File: src/rtl/io_latch_arbiter.sv
// io_latch_arbiter: presets the output latch bank, then arbitrates two
// requesters round-robin onto the shared latch write path with setup/strobe/ack.
// Ports: clk, Rn (async active-low reset)
//        req0/addr0/data0, req1/addr1/data1 : requester inputs
//        gnt0/gnt1, done0/done1, err       : handshake outputs
//        lat_d, lat_ce (one-hot), lat_Sn    : latch bank drive
//        busy                               : high outside IDLE
module io_latch_arbiter #(
  parameter  int NLATCH     = 8,
  parameter  int DW         = 8,
  parameter  int HOLD       = 2,
  parameter  int PRESET_CYC = 4,
  localparam int AW         = (NLATCH > 1) ? $clog2(NLATCH) : 1
) (
  input  logic              clk,
  input  logic              Rn,
  input  logic              req0,
  input  logic [AW-1:0]     addr0,
  input  logic [DW-1:0]     data0,
  input  logic              req1,
  input  logic [AW-1:0]     addr1,
  input  logic [DW-1:0]     data1,
  output logic              gnt0,
  output logic              gnt1,
  output logic              done0,
  output logic              done1,
  output logic              err,
  output logic [DW-1:0]     lat_d,
  output logic [NLATCH-1:0] lat_ce,
  output logic              lat_Sn,
  output logic              busy
);

  typedef enum logic [2:0] {
    S_INIT,
    S_IDLE,
    S_SETUP,
    S_STROBE,
    S_ACK
  } state_t;

  localparam logic [3:0] PC_MAX = 4'(PRESET_CYC - 1);
  localparam logic [3:0] HD_MAX = 4'(HOLD - 1);
  localparam logic [AW:0] N_LIM = (AW + 1)'(NLATCH);

  state_t              r_state, w_state;
  logic [3:0]          r_pcnt, w_pcnt;
  logic [3:0]          r_hcnt, w_hcnt;
  logic                r_last, w_last;
  logic                r_own, w_own;
  logic [AW-1:0]       r_addr, w_addr;
  logic [DW-1:0]       r_data, w_data;
  logic                r_flag, w_flag;
  logic [NLATCH-1:0]   r_ce, w_ce;
  logic                r_gnt0, w_gnt0;
  logic                r_gnt1, w_gnt1;
  logic                r_done0, w_done0;
  logic                r_done1, w_done1;
  logic                r_err, w_err;
  logic                r_sn, w_sn;
  logic                r_busy, w_busy;
  logic [NLATCH-1:0]   w_onehot;
  logic                w_oor;
  logic                w_win1;

  // Out-of-range addresses simply match no bit of the decode.
  always_comb begin
    for (int i = 0; i < NLATCH; i++) begin
      w_onehot[i] = (r_addr == AW'(i));
    end
  end

  assign w_oor  = ({1'b0, r_addr} >= N_LIM);
  // r_last = 1 means req1 won last; a tie goes to the other one.
  assign w_win1 = req1 & (~req0 | ~r_last);

  always_comb begin
    w_state = r_state;
    w_pcnt  = r_pcnt;
    w_hcnt  = r_hcnt;
    w_last  = r_last;
    w_own   = r_own;
    w_addr  = r_addr;
    w_data  = r_data;
    w_flag  = r_flag;
    w_ce    = '0;
    w_gnt0  = r_gnt0;
    w_gnt1  = r_gnt1;
    w_done0 = 1'b0;
    w_done1 = 1'b0;
    w_err   = 1'b0;
    w_sn    = r_sn;
    unique case (r_state)
      S_INIT: begin
        if (r_pcnt == PC_MAX) begin
          w_sn    = 1'b1;
          w_state = S_IDLE;
        end else begin
          w_pcnt = r_pcnt + 4'd1;
        end
      end
      S_IDLE: begin
        if (req0 | req1) begin
          w_own   = w_win1;
          w_last  = w_win1;
          w_addr  = w_win1 ? addr1 : addr0;
          w_data  = w_win1 ? data1 : data0;
          w_gnt0  = ~w_win1;
          w_gnt1  = w_win1;
          w_hcnt  = '0;
          w_flag  = 1'b0;
          w_state = S_SETUP;
        end
      end
      S_SETUP: begin
        if (r_hcnt == HD_MAX) begin
          w_ce    = w_onehot;
          w_flag  = w_oor;
          w_state = S_STROBE;
        end else begin
          w_hcnt = r_hcnt + 4'd1;
        end
      end
      S_STROBE: begin
        w_gnt0  = 1'b0;
        w_gnt1  = 1'b0;
        w_done0 = ~r_own;
        w_done1 = r_own;
        w_err   = r_flag;
        w_state = S_ACK;
      end
      S_ACK: begin
        w_state = S_IDLE;
      end
      default: begin
        w_state = S_INIT;
      end
    endcase
    w_busy = (w_state != S_IDLE);
  end

  always_ff @(posedge clk or negedge Rn) begin
    if (!Rn) begin
      r_state <= S_INIT;
      r_pcnt  <= '0;
      r_hcnt  <= '0;
      r_last  <= 1'b1;
      r_own   <= 1'b0;
      r_addr  <= '0;
      r_data  <= '1;
      r_flag  <= 1'b0;
      r_ce    <= '0;
      r_gnt0  <= 1'b0;
      r_gnt1  <= 1'b0;
      r_done0 <= 1'b0;
      r_done1 <= 1'b0;
      r_err   <= 1'b0;
      r_sn    <= 1'b0;
      r_busy  <= 1'b1;
    end else begin
      r_state <= w_state;
      r_pcnt  <= w_pcnt;
      r_hcnt  <= w_hcnt;
      r_last  <= w_last;
      r_own   <= w_own;
      r_addr  <= w_addr;
      r_data  <= w_data;
      r_flag  <= w_flag;
      r_ce    <= w_ce;
      r_gnt0  <= w_gnt0;
      r_gnt1  <= w_gnt1;
      r_done0 <= w_done0;
      r_done1 <= w_done1;
      r_err   <= w_err;
      r_sn    <= w_sn;
      r_busy  <= w_busy;
    end
  end

  assign gnt0   = r_gnt0;
  assign gnt1   = r_gnt1;
  assign done0  = r_done0;
  assign done1  = r_done1;
  assign err    = r_err;
  assign lat_d  = r_data;
  assign lat_ce = r_ce;
  assign lat_Sn = r_sn;
  assign busy   = r_busy;

endmodule

File: config.mk
export PLATFORM = sky130hd
export DESIGN_NAME = io_latch_arbiter
export DESIGN_NICKNAME = d
export VERILOG_FILES = /design/src/rtl/io_latch_arbiter.sv
export SDC_FILE = /design/constraint.sdc
export NUM_CORES = 1
export LEC_CHECK = 0
export BUFFER_PORTS_ARGS = -buffer_cell sky130_fd_sc_hd__buf_2
export CAP_MARGIN = 15
export CORE_MARGIN = 2
export CORE_UTILIZATION = 45
export CTS_BUF_LIST = sky130_fd_sc_hd__clkbuf_2
export DETAILED_ROUTE_END_ITERATION = 10
export PLACE_DENSITY = 0.81
export SLEW_MARGIN = 10
export SYNTH_ARGS = -nofsm -noshare
export SYNTH_HDL_FRONTEND = slang
export SYNTH_SLANG_ARGS = --single-unit
File: constraint.sdc
create_clock -name clk -period 3.88 [get_ports clk]
set_input_delay 0.194 -clock clk [delete_from_list [all_inputs] [get_ports clk]]
set_output_delay 0.194 -clock clk [all_outputs]
set_load 0.005 [all_outputs]
# Word level (Yosys, flattened, before mapping)
# Cells that the tools add are included.
[classes] addsub=2 bitwise=8 n_eq_ne=17 reduce_logical=10 n_mux=21
[ops] cell="$mux 8" n=3
[ops] cell="$eq 3x3->1 const B" n=5
[ops] cell="$pmux 3 s5" n=1
[ops] cell="$eq 3x2->1 const B" n=4
[ops] cell="$mux 3" n=4
[ops] cell="$add 4x1->4 const B" n=2
[ops] cell="$mux 4" n=2
[ops] cell="$pmux 4 s2" n=1
[ops] cell="$reduce_and 2->1" n=4
[ops] cell="$mux 1" n=7
[ops] cell="$eq 3x1->1 const B" n=2
[ops] cell="$logic_not 3->1" n=2
[ops] cell="$ne 2x2->1 const B" n=3
[ops] cell="$pmux 1 s2" n=3
[ops] cell="$reduce_and 3->1" n=2
[ops] cell="$not 1->1" n=5
[ops] cell="$eq 4x1->1 const B" n=1
[ops] cell="$eq 4x2->1 const B" n=1
[ops] cell="$reduce_bool 2->1" n=2
[ops] cell="$ne 3x1->1 const B" n=1
[ops] cell="$or 1x1->1" n=2
[ops] cell="$and 1x1->1" n=1
[word_totals] out_inout_bits=23 inputBits=26 word_cells=74 register_bits=40

# Logic depth before layout (Yosys ltp)
# Gate-level depths: netlist of run 1.
[depth] depth_word=6 depth_mapped=5 mapped_depth_nobuf=5

# Worst setup path before layout of run 1
# Ideal clock, no wire load.
[synth_timing] path_kind="reg2reg" start="reg r_state[2]" end="reg r_hcnt[2]" arrival_ps=1557 path_slack_ps=2246 stages_incl_launch_ff=6 synth_period_minus_slack_ps=1634 setup_ps=77 required_ps=3803 path_buffers=2 path_cell_list="dfrtp_1 -> buf_2 -> or3b_1 -> clkbuf_1 -> or4_1 -> a21oi_1"
[synth_via] elab_chain_len=3 elab_cells_between_ends=7 classes_between="4 x eq/ne; 1 x mux; 2 x reduce/logical"
[synth_rtl] item="start: declaration" line_no="46" rtl="state_t r_state, w_state;"
[synth_rtl] item="start signal: assignment" line_no="161" rtl="r_state <= w_state;"
[synth_rtl] item="$eq 3x2->1 or $eq 3x1->1 (tied branches)" line_no="93" rtl="unique case (r_state)"
[synth_rtl] item="$ne 2x2->1 (no line) or $reduce_bool 2->1 (tied branches)"
[synth_rtl] item="$reduce_and 3->1 (no line)"
[synth_rtl] item="end signal: assignment" line_no="163" rtl="r_hcnt <= w_hcnt;"
[synth_rtl] item="end: declaration" line_no="48" rtl="logic [3:0] r_hcnt, w_hcnt;"
# Several ways; a longest one is shown, not always the timed one.
# A chain may end at the register's enable or synchronous reset.

# Worst setup path after layout of run 1
[layout_timing] start="reg r_state[2]" end="reg r_addr[0]"
[layout_via] elab_chain_len=2
[layout_rtl] item="$eq 3x1->1" line_no="93"
[layout_rtl] item="$reduce_and 2->1 (no line)"
[layout_rtl] item="end signal: assignment" line_no="166" rtl="r_addr <= w_addr;"
[layout_rtl] item="end: declaration" line_no="51" rtl="logic [AW-1:0] r_addr, w_addr;"
# Every way passes these cells.

==> flow_summary.ini, run 1 <==
[finish]
final_cell_count_no_fill = 241
area_delta_synth_final_pct = 19.0
layout.nets = 221
drive_gt1_share_pct = 46.6
antenna_cells = 0
post-route-util_pct = 56.0

[clock_network]
holdBufCountCts = 2
cts-root-buf = clkbuf_2
h-tree-depth = 2
clock_sinks = 38
clock_path_buffers = 2
cts_resized = 0
clock_latency_ns = 0.40
cts_setup_buffers = 0
tritoncts = yes
numCtsBuffers = 5
clkTransAtPathRegs_ns = 0.19

[setup_path]
end_kind = register
reg2regPathDepth = 3
r2r-end = r_addr[0]$_DFFE_PN0P_
cp_slowest_cell = nor3_2
crit_arrival_ns = 2.30
critPathMaxFanout = 13
timing_worst_setup_path_type = register to register
path_cells = nand2b_1 -> nor3_2 -> mux2_2
critPathMaxStageDelay_ns = 0.75
reg2reg_from = r_state[2]$_DFF_PN0_
cp-start-kind = register
crit_required_ns = 4.18
r2r_slack_ns = 1.89

[route]
wl_per_cell_um = 13.5
routed_wl_mm = 3.25
drt_pre_antenna_iters = 4
drtIter0Drc = 43
drc = 0
ant_nets = 0
vias = 1262
vias_per_cell = 5.24

[logic_synthesis]
synth_nets = 171
async_flop_share_pct = 100
synth_area_um2 = 1720
syn_inst = 142
yosys_register_bits = 38
synth_edf_count = 0
yosysWarnings = 0
yosysSeqAreaShare_pct = 55.9
synthFlopType = dfrtp_1
syn_avg_cell_area_um2 = 12.1
synthDistinctLibCells = 41

[power]
pwr_density_cell_nw_per_um2 = 656
p_leak_uw = 0.000954
ir_worst_vdd_uv = 360
p_total_uw = 1350

[timing]
period_share_pct = 51.4
setup_tns_ns = 0
max_slew_margin_pct = 38.4
rsz0062_at_grt = false
final_hold_viol_count = 0
tightest_slew_ns = 0.920
skew_ns = 0.0162
min_period_ns = 1.99
worst_slack_ns = 1.89
fmax_mhz = 501
slew_viol_final = 0
setup_viol = 0

[die]
start_util_pct = 47.1
die_h_um = 65.9
core-area_um2 = 3660
io_pins = 49
die_w_um = 65.9
die_area_um2 = 4340
core.rowCount = 22

[grt]
grt_pass1_vias = 1219
antenna_found_initial = 0
grt_usage_pct = 17.1
grt_overflow = 0
grt_max_degree = 39
grt_pass1_wl_mm = 5.49

[placed_design]
pre_cts_ws_ns = 1.76
placed_cells = 231
place.port_buffers = 47
place_hpwl_mm = 2.29
routabilityCongestion = 0.780

[worst_hold_path]
min_to = r_last$_DFFE_PN1P_
hold_path_depth = 3
min_path_type = input port to register
min_from = req1

[run_status]
status = finished, final reports clean

[job]
max_cap_viol_count = 0
## state kept, by name, indices dropped and copies added, names as in the netlist, 3 cells and up
register and count:
r_state 3, lat_d 8, lat_ce 8, r_addr 3, r_hcnt 4, r_pcnt 4
## logic make-up after synthesis
group,count (synthesis),share of synthesized area (%)
flip-flops,38,55.9
AND/OR/NAND/NOR,41,13.5
multiplexers,23,15.0
adder cells (fa/ha/maj),3,2.18
buffers and inverters,9,2.39
AO/OA/AOI/OAI,25,9.80
other,1,0.217
XOR/XNOR,2,1.02
## metal layers
metal  GRT usage [%]  vias to the layer above  share of wire, %
li1                -                      609                 -
met1            21.2                      604                42
met2            26.9                       43                50
met3            5.79                        6               6.1
met4            7.55                        0               1.8
met5               0                        -                 0
## cell type report
type / instances / area, um2
clock buffer: 6 / 30.0
clock inverter: 2 / 8.76
fill: 309 / 1610
inverter: 3 / 11.3
sequential: 38 / 963
multi-input combinational: 95 / 723
timing repair buffer: 49 / 255
tap: 48 / 60.1
## cell usage in the layout, fill, tap and decap left out, types with 2 or more instances in the layout
cell           instances
clkbuf_2               6
o21ai_0                7
nor2b_1                4
nand2b_1               3
dlygate4sd3_1          2
dfrtp_1               28
nor2_1                 6
dfstp_2               10
inv_1                  3
a21oi_1                4
nand2_1                5
ha_1                   3
mux2_2                23
nor3_1                 6
nand3b_1               2
nor3b_1                4
a21o_1                 3
nand3_1                3
buf_2                 47
## Yosys cell counts, types with 4 or more instances
cell type | number | area [um2]
nor3_1 | 6 | 30.0
dfrtp_1 | 28 | 701
mux2_2 | 23 | 259
nor3b_1 | 4 | 30.0
dfstp_2 | 10 | 263
a21oi_1 | 4 | 20.0
o21ai_0 | 7 | 35.0
nand2_1 | 5 | 18.8
nor2b_1 | 4 | 25.0
nor2_1 | 6 | 22.5
## how the worst max path moves through the flow
stage                             to  cells after the start  slack, ns                  start
6_report       r_addr[0]$_DFFE_PN0P_                      3       1.89   r_state[2]$_DFF_PN0_
5_1_grt          lat_ce[0]$_DFF_PN0_                      5       1.75  r_hcnt[1]$_DFFE_PN0P_
4_1_cts        r_addr[0]$_DFFE_PN0P_                      5       1.75                   req0
3_5_place_dp   r_addr[0]$_DFFE_PN0P_                      3       1.76     r_last$_DFFE_PN1P_
3_3_place_gp   r_addr[2]$_DFFE_PN0P_                      3       1.83     r_last$_DFFE_PN1P_
2_1_floorplan  r_hcnt[2]$_DFFE_PN0P_                      5       2.25   r_state[2]$_DFF_PN0_
## report_power, final
group          leakage, uW  total [uW]  internal (uW)  switching [uW]
Combinational     0.000457         489            261             228
Sequential        0.000467         688            565             123
Clock            0.0000304         169           44.3             125
Total             0.000954        1350            870             477
## critical path: cells and delay by family (launching register included)
kind	cells	cell delay, ns
mux	1	0.42
simple gates	2	0.97
flops	1	0.50
## stage by stage
stage          area, um2  hold slack [ns]
3_3_place_gp        1990            0.334
4_1_cts             2050           0.0526
5_1_grt             2050           0.0404
2_1_floorplan       1720           -0.102
3_5_place_dp        1990            0.337
6_report            2050           0.0522
(Power assumes the default switching activity.)
==> run 2: changes to the inputs <==
--- a/config.mk
+++ b/config.mk
@@ -5,6 +5,7 @@
 export SDC_FILE = /design/constraint.sdc
 export NUM_CORES = 1
 export LEC_CHECK = 0
+export ABC_AREA = 1
 export BUFFER_PORTS_ARGS = -buffer_cell sky130_fd_sc_hd__buf_2
 export CAP_MARGIN = 15
 export CORE_MARGIN = 2
==> constraint.sdc (replaced) <==
create_clock -name clk -period 2 [get_ports clk]
set_input_delay 0.1 -clock clk [delete_from_list [all_inputs] [get_ports clk]]
set_output_delay 0.1 -clock clk [all_outputs]
set_load 0.005 [all_outputs]
==> flow_summary.ini, run 2 <==
[setup_path]
critPathMaxStageDelay_ns = 0.56
path_cells = inv_2 -> nand3_2 -> nor2_4 -> buf_4 -> o21ai_1 -> o21ai_1 -> dlygate4sd3_1
end_kind = register
critPathMaxFanout = 7
cp_slowest_cell = dlygate4sd3_1
crit_required_ns = 2.36
crit_arrival_ns = 2.15
cp-start-kind = register
cp_common_cell = o21ai_1
timing_worst_setup_path_type = register to register

[logic_synthesis]
synthDistinctLibCells = 25
synthFlopType = dfrtp_1
synth_nets = 223
yosysWarnings = 0
synth_commonest_cells = 50 x nand2_1, 28 x dfrtp_1, 28 x nor2_1
yosys_register_bits = 38
async_flop_share_pct = 100
yosysTopAreaCell = dfrtp_1
synth_edf_count = 0
synth_top_cell_area_share_pct = 40.9
yosysSeqAreaShare_pct = 56.2
synth_area_um2 = 1710
synth_area_leaders = dfrtp_1 41%, dfstp_2 15%, nand2_1 11%, nor2_1 6.1%, o21ai_1 3.8%
syn_avg_cell_area_um2 = 8.83
yosysMostFrequentCell = nand2_1
syn_inst = 194

[timing]
min_period_ns = 1.79
skew_ns = 0.0103
final_hold_viol_count = 0
fmax_mhz = 559
tightest_slew_ns = 0.789
max_slew_margin_pct = 47.4
setup_viol = 0
worst_slack_ns = 0.210
slew_viol_final = 0
setup_tns_ns = 0
rsz0062_at_grt = false
period_share_pct = 89.5

[power]
pwr_density_cell_nw_per_um2 = 1250
internal_power_uw = 1750
ir_worst_vdd_uv = 654
clockPowerShare_pct = 11.9
p_seq_share_pct = 46.3
switching_share_pct = 37.7
p_leak_uw = 0.00120
power.switching_uw = 1060
combPwrFrac_pct = 41.8

[grt]
grt_usage_pct = 17.9
grt_overflow = 0
grt_pass1_vias = 1403
grt_pass1_wl_mm = 5.84
antenna_found_initial = 0
grt_max_degree = 39

[die]
die_w_um = 65.7
die_h_um = 65.7
core-area_um2 = 3660
io_pins = 49
die_area_um2 = 4320
core.rowCount = 22
start_util_pct = 46.8

[clock_network]
cts-root-buf = clkbuf_2
numCtsBuffers = 5
h-tree-depth = 2
clock_path_buffers = 2
clkTransAtPathRegs_ns = 0.19
cts_resized = 0
tritoncts = yes
clock_latency_ns = 0.40
clock_sinks = 38

[placed_design]
pre_cts_ws_ns = 0.603
dpl_cell_area_um2 = 1980
place_hpwl_mm = 2.43
routabilityCongestion = 0.813
place.port_buffers = 47

[route]
drt_pre_antenna_iters = 4
routed_wl_mm = 3.56
vias = 1492
drtIter0Drc = 27
vias_per_cell = 4.69
drc = 0
wl_per_cell_um = 11.2
ant_nets = 0

[finish]
fillers = 315
final_common_cell = nand2_1
fin_area_um2 = 2260
area_delta_synth_final_pct = 31.9
drive_gt1_share_pct = 30.0
antenna_cells = 0
final_cell_mix = 50 x nand2_1, 47 x buf_2, 28 x nor2_1, 28 x dfrtp_1, 22 x dlygate4sd3_1
layout.nets = 298

[worst_hold_path]
min_path_type = input port to register

[job]
max_cap_viol_count = 0

[run_status]
status = finished, final reports clean
## run 2: changes by cell type after synthesis, sizes merged, moves of 5 or more
cell and change:
mux2 -23, nand3 +9, nor3 -5, o21ai +18, inv +17, nor2 +23
nand2 +46
## run 2: final timing paths
kind | from | end | slack [ns] | depth (start not counted)
setup / recovery | r_state[1]$_DFF_PN0_ | lat_d[3]$_DFFE_PN1P_ | 0.21 | 7
hold / removal | data0[7] | lat_d[7]$_DFFE_PN1P_ | 0.009 | 3
setup reg to reg | r_state[1]$_DFF_PN0_ | lat_d[3]$_DFFE_PN1P_ | 0.21 | 7
hold reg to reg | r_own$_DFFE_PN0P_ | done0$_DFF_PN0_ | 0.44 | 1
max in group asynchronous | Rn | r_state[1]$_DFF_PN0_ | 1.21 | 2
min in group asynchronous | Rn | gnt1$_DFFE_PN0P_ | 0.30 | 2
## run 2: cell families after synthesis
family | Yosys count | synth area share [%]
other | 1 | 0.219
buffers and inverters | 25 | 6.72
xor gates and xnor gates | 2 | 1.02
AOI/OAI and AO/OA | 26 | 8.40
DFF | 38 | 56.2
adders and majority gates | 3 | 2.19
and+or+nand+nor | 99 | 25.2
## run 2: power by group through the flow
stage	registers (uW)	clock network [uW]	logic, uW
2_1_floorplan	1300	0	677
3_3_place_gp	1310	0	937
3_5_place_dp	1310	0	980
4_1_cts	1300	338	1150
6_report	1300	335	1180
5_1_grt	1340	377	1350
## run 2: final cells by class
cell class                      count  area (um2)  area share [%]
Clock buffer                        5        25.0            1.11
Clock inverter                      3        16.3           0.720
Inverter                           20        75.1            3.32
Multi-Input combinational cell    131         634            28.1
Sequential cell                    38         963            42.6
Tap cell                           48        60.1            2.66
Timing Repair Buffer               73         485            21.5
## run 2: through the flow
stage	cells	util, %	total power (uW)	hold slack [ns]
after floorplan	194	-	1970	-0.196
after CTS	314	60.8	2790	0.00110
after detailed placement	285	54.0	2290	0.232
after global placement	285	54.0	2250	0.224
final	318	61.7	2810	0.00929
after global routing	318	61.7	3070	0.0149
## run 2: metal layers
layer,GRT usage [%],vias up,wire length [um]
li1,-,764,-
met1,21.6,687,1530
met2,30.1,35,1800
met3,5.48,6,167
met4,6.25,0,62
met5,0,-,0
## run 2: critical path: cells and delay by family, from the launching register on
family          cells  cell delay, ns
compound gates      2            0.22
simple gates        2            0.26
buf+inv             3            0.81
flops               1            0.47
## run 2: timing repair
action	4_1_cts	5_1_grt
hold buffers	21	1
endpoints found under the hold margin	39	1
setup buffers	0	3
setup endpoints to repair	0	9
==> run 3: changes to the inputs <==
--- a/config.mk
+++ b/config.mk
@@ -5,7 +5,6 @@
 export SDC_FILE = /design/constraint.sdc
 export NUM_CORES = 1
 export LEC_CHECK = 0
-export ABC_AREA = 1
 export BUFFER_PORTS_ARGS = -buffer_cell sky130_fd_sc_hd__buf_2
 export CAP_MARGIN = 15
 export CORE_MARGIN = 2
==> flow_summary.ini, run 3 (same netlist as run 1, synthesis figures left out) <==
[grt]
grt_pass1_vias = 1253
antenna_found_initial = 0
grt_pass1_wl_mm = 5.87
grt_overflow = 0
grt_usage_pct = 18.4
grt_max_degree = 39

[setup_path]
path_cells = nor3b_1 -> a21oi_1 -> a31oi_1 -> dlygate4sd3_1
crit_required_ns = 2.35
r2r_slack_ns = 0.21
r2r-end = r_last$_DFFE_PN1P_
reg2regPathDepth = 4
reg2reg_from = r_state[0]$_DFF_PN0_
critPathMaxStageDelay_ns = 0.56
cp-start-kind = register
timing_worst_setup_path_type = register to register
crit_arrival_ns = 2.14
cp_slowest_cell = dlygate4sd3_1
critPathMaxFanout = 8
end_kind = register

[placed_design]
place_hpwl_mm = 2.47
dpl_cell_area_um2 = 2040
place.port_buffers = 47
routabilityCongestion = 0.827

[timing]
final_hold_viol_count = 0
rsz0062_at_grt = false
max_slew_margin_pct = 46.8
min_period_ns = 1.79
skew_ns = 0.0157
worst_hold_slack_ns = 0.0524
fmax_mhz = 557
setup_viol = 0
slew_viol_final = 0
tightest_slew_ns = 0.798
setup_tns_ns = 0
period_share_pct = 89.7

[power]
pwr_density_cell_nw_per_um2 = 1280
p_total_uw = 2700
ir_worst_vdd_uv = 665
p_leak_uw = 0.000993

[worst_hold_path]
hold_path_depth = 3
min_from = req1
min_to = r_state[1]$_DFF_PN0_
min_path_type = input port to register

[die]
die_area_um2 = 4340
core-area_um2 = 3660
die_h_um = 65.9
start_util_pct = 47.1
core.rowCount = 22
io_pins = 49
die_w_um = 65.9

[clock_network]
cts-root-buf = clkbuf_2
h-tree-depth = 2
tritoncts = yes
clock_path_buffers = 2
clkTransAtPathRegs_ns = 0.18
cts_setup_buffers = 0
numCtsBuffers = 5
clock_latency_ns = 0.40
cts_resized = 0
clock_sinks = 38
holdBufCountCts = 3

[route]
vias = 1272
ant_nets = 0
drc = 0
routed_wl_mm = 3.30
drt_pre_antenna_iters = 4
wl_per_cell_um = 13.3
vias_per_cell = 5.11
drtIter0Drc = 27

[finish]
final_cell_mix = 47 x buf_2, 28 x dfrtp_1, 23 x mux2_2, 10 x dfstp_2
drive_gt1_share_pct = 47.8
final_common_cell = buf_2
layout.nets = 229
post-route-util_pct = 57.7
fin_area_um2 = 2110
area_delta_synth_final_pct = 22.4
antenna_cells = 0

[job]
max_cap_viol_count = 0

[run_status]
status = finished, final reports clean
## run 3: cell count changes in the layout (fill, tap and decap cells not counted), moves of 4 or more
cell	before	now
nand3_2	4	0
inv_1	17	3
a21oi_1	0	4
o21ai_1	13	0
nand2_1	50	5
nor2_1	28	6
nor3b_1	0	4
nor2b_1	0	4
nand3_1	8	3
mux2_2	0	23
nor3_1	2	6
dlygate4sd3_1	22	3
## run 3: per-stage QoR
| stage | worst slack (ns) | instances |
|---|---|---|
| 6_report | 0.206 | 249 |
| 5_1_grt | 0.112 | 249 |
| 4_1_cts | 0.220 | 249 |
| 2_1_floorplan | 0.366 | 142 |
| 3_5_place_dp | 0.355 | 238 |
| 3_3_place_gp | 0.396 | 238 |
## run 3: layout make-up
| type | instances | area (um2) |
|---|---|---|
| timing repair buffer | 57 | 318 |
| clock buffer | 7 | 35.0 |
| clock inverter | 1 | 3.75 |
| fill | 304 | 1550 |
| inverter | 3 | 11.3 |
| sequential | 38 | 963 |
| tap | 48 | 60.1 |
| multi-input combinational | 95 | 719 |
## run 3: where the power goes
part,internal (uW),switching [uW]
Combinational,578,488
Sequential,1100,208
Clock,93.5,237
## run 3: worst max path at each step
stage / startpoint / end / slack (ns) / depth (start not counted)
2_1_floorplan: r_state[2]$_DFF_PN0_ / r_hcnt[2]$_DFFE_PN0P_ / 0.37 / 5
3_3_place_gp: r_state[2]$_DFF_PN0_ / r_hcnt[2]$_DFFE_PN0P_ / 0.40 / 3
3_5_place_dp: r_state[2]$_DFF_PN0_ / r_addr[2]$_DFFE_PN0P_ / 0.35 / 4
4_1_cts: r_state[2]$_DFF_PN0_ / r_last$_DFFE_PN1P_ / 0.22 / 4
5_1_grt: r_state[2]$_DFF_PN0_ / r_last$_DFFE_PN1P_ / 0.11 / 4
6_report: r_state[0]$_DFF_PN0_ / r_last$_DFFE_PN1P_ / 0.21 / 4
## run 3: layer usage
| metal | GRT usage, % | wire [um] | vias to the layer above | share of wire, % |
|---|---|---|---|---|
| li1 | - | - | 623 | - |
| met1 | 22.8 | 1410 | 603 | 43 |
| met2 | 29.5 | 1660 | 40 | 50 |
| met3 | 5.45 | 168 | 6 | 5.1 |
| met4 | 8.59 | 65 | 0 | 2.0 |
| met5 | 0 | 0 | - | 0 |
## run 3: worst max-delay path: cells and delay by family (launching register included)
kind / cells / cell delay, ns
compound gates: 2 / 0.26
buf+inv: 1 / 0.56
flops: 1 / 0.49
simple gates: 1 / 0.43
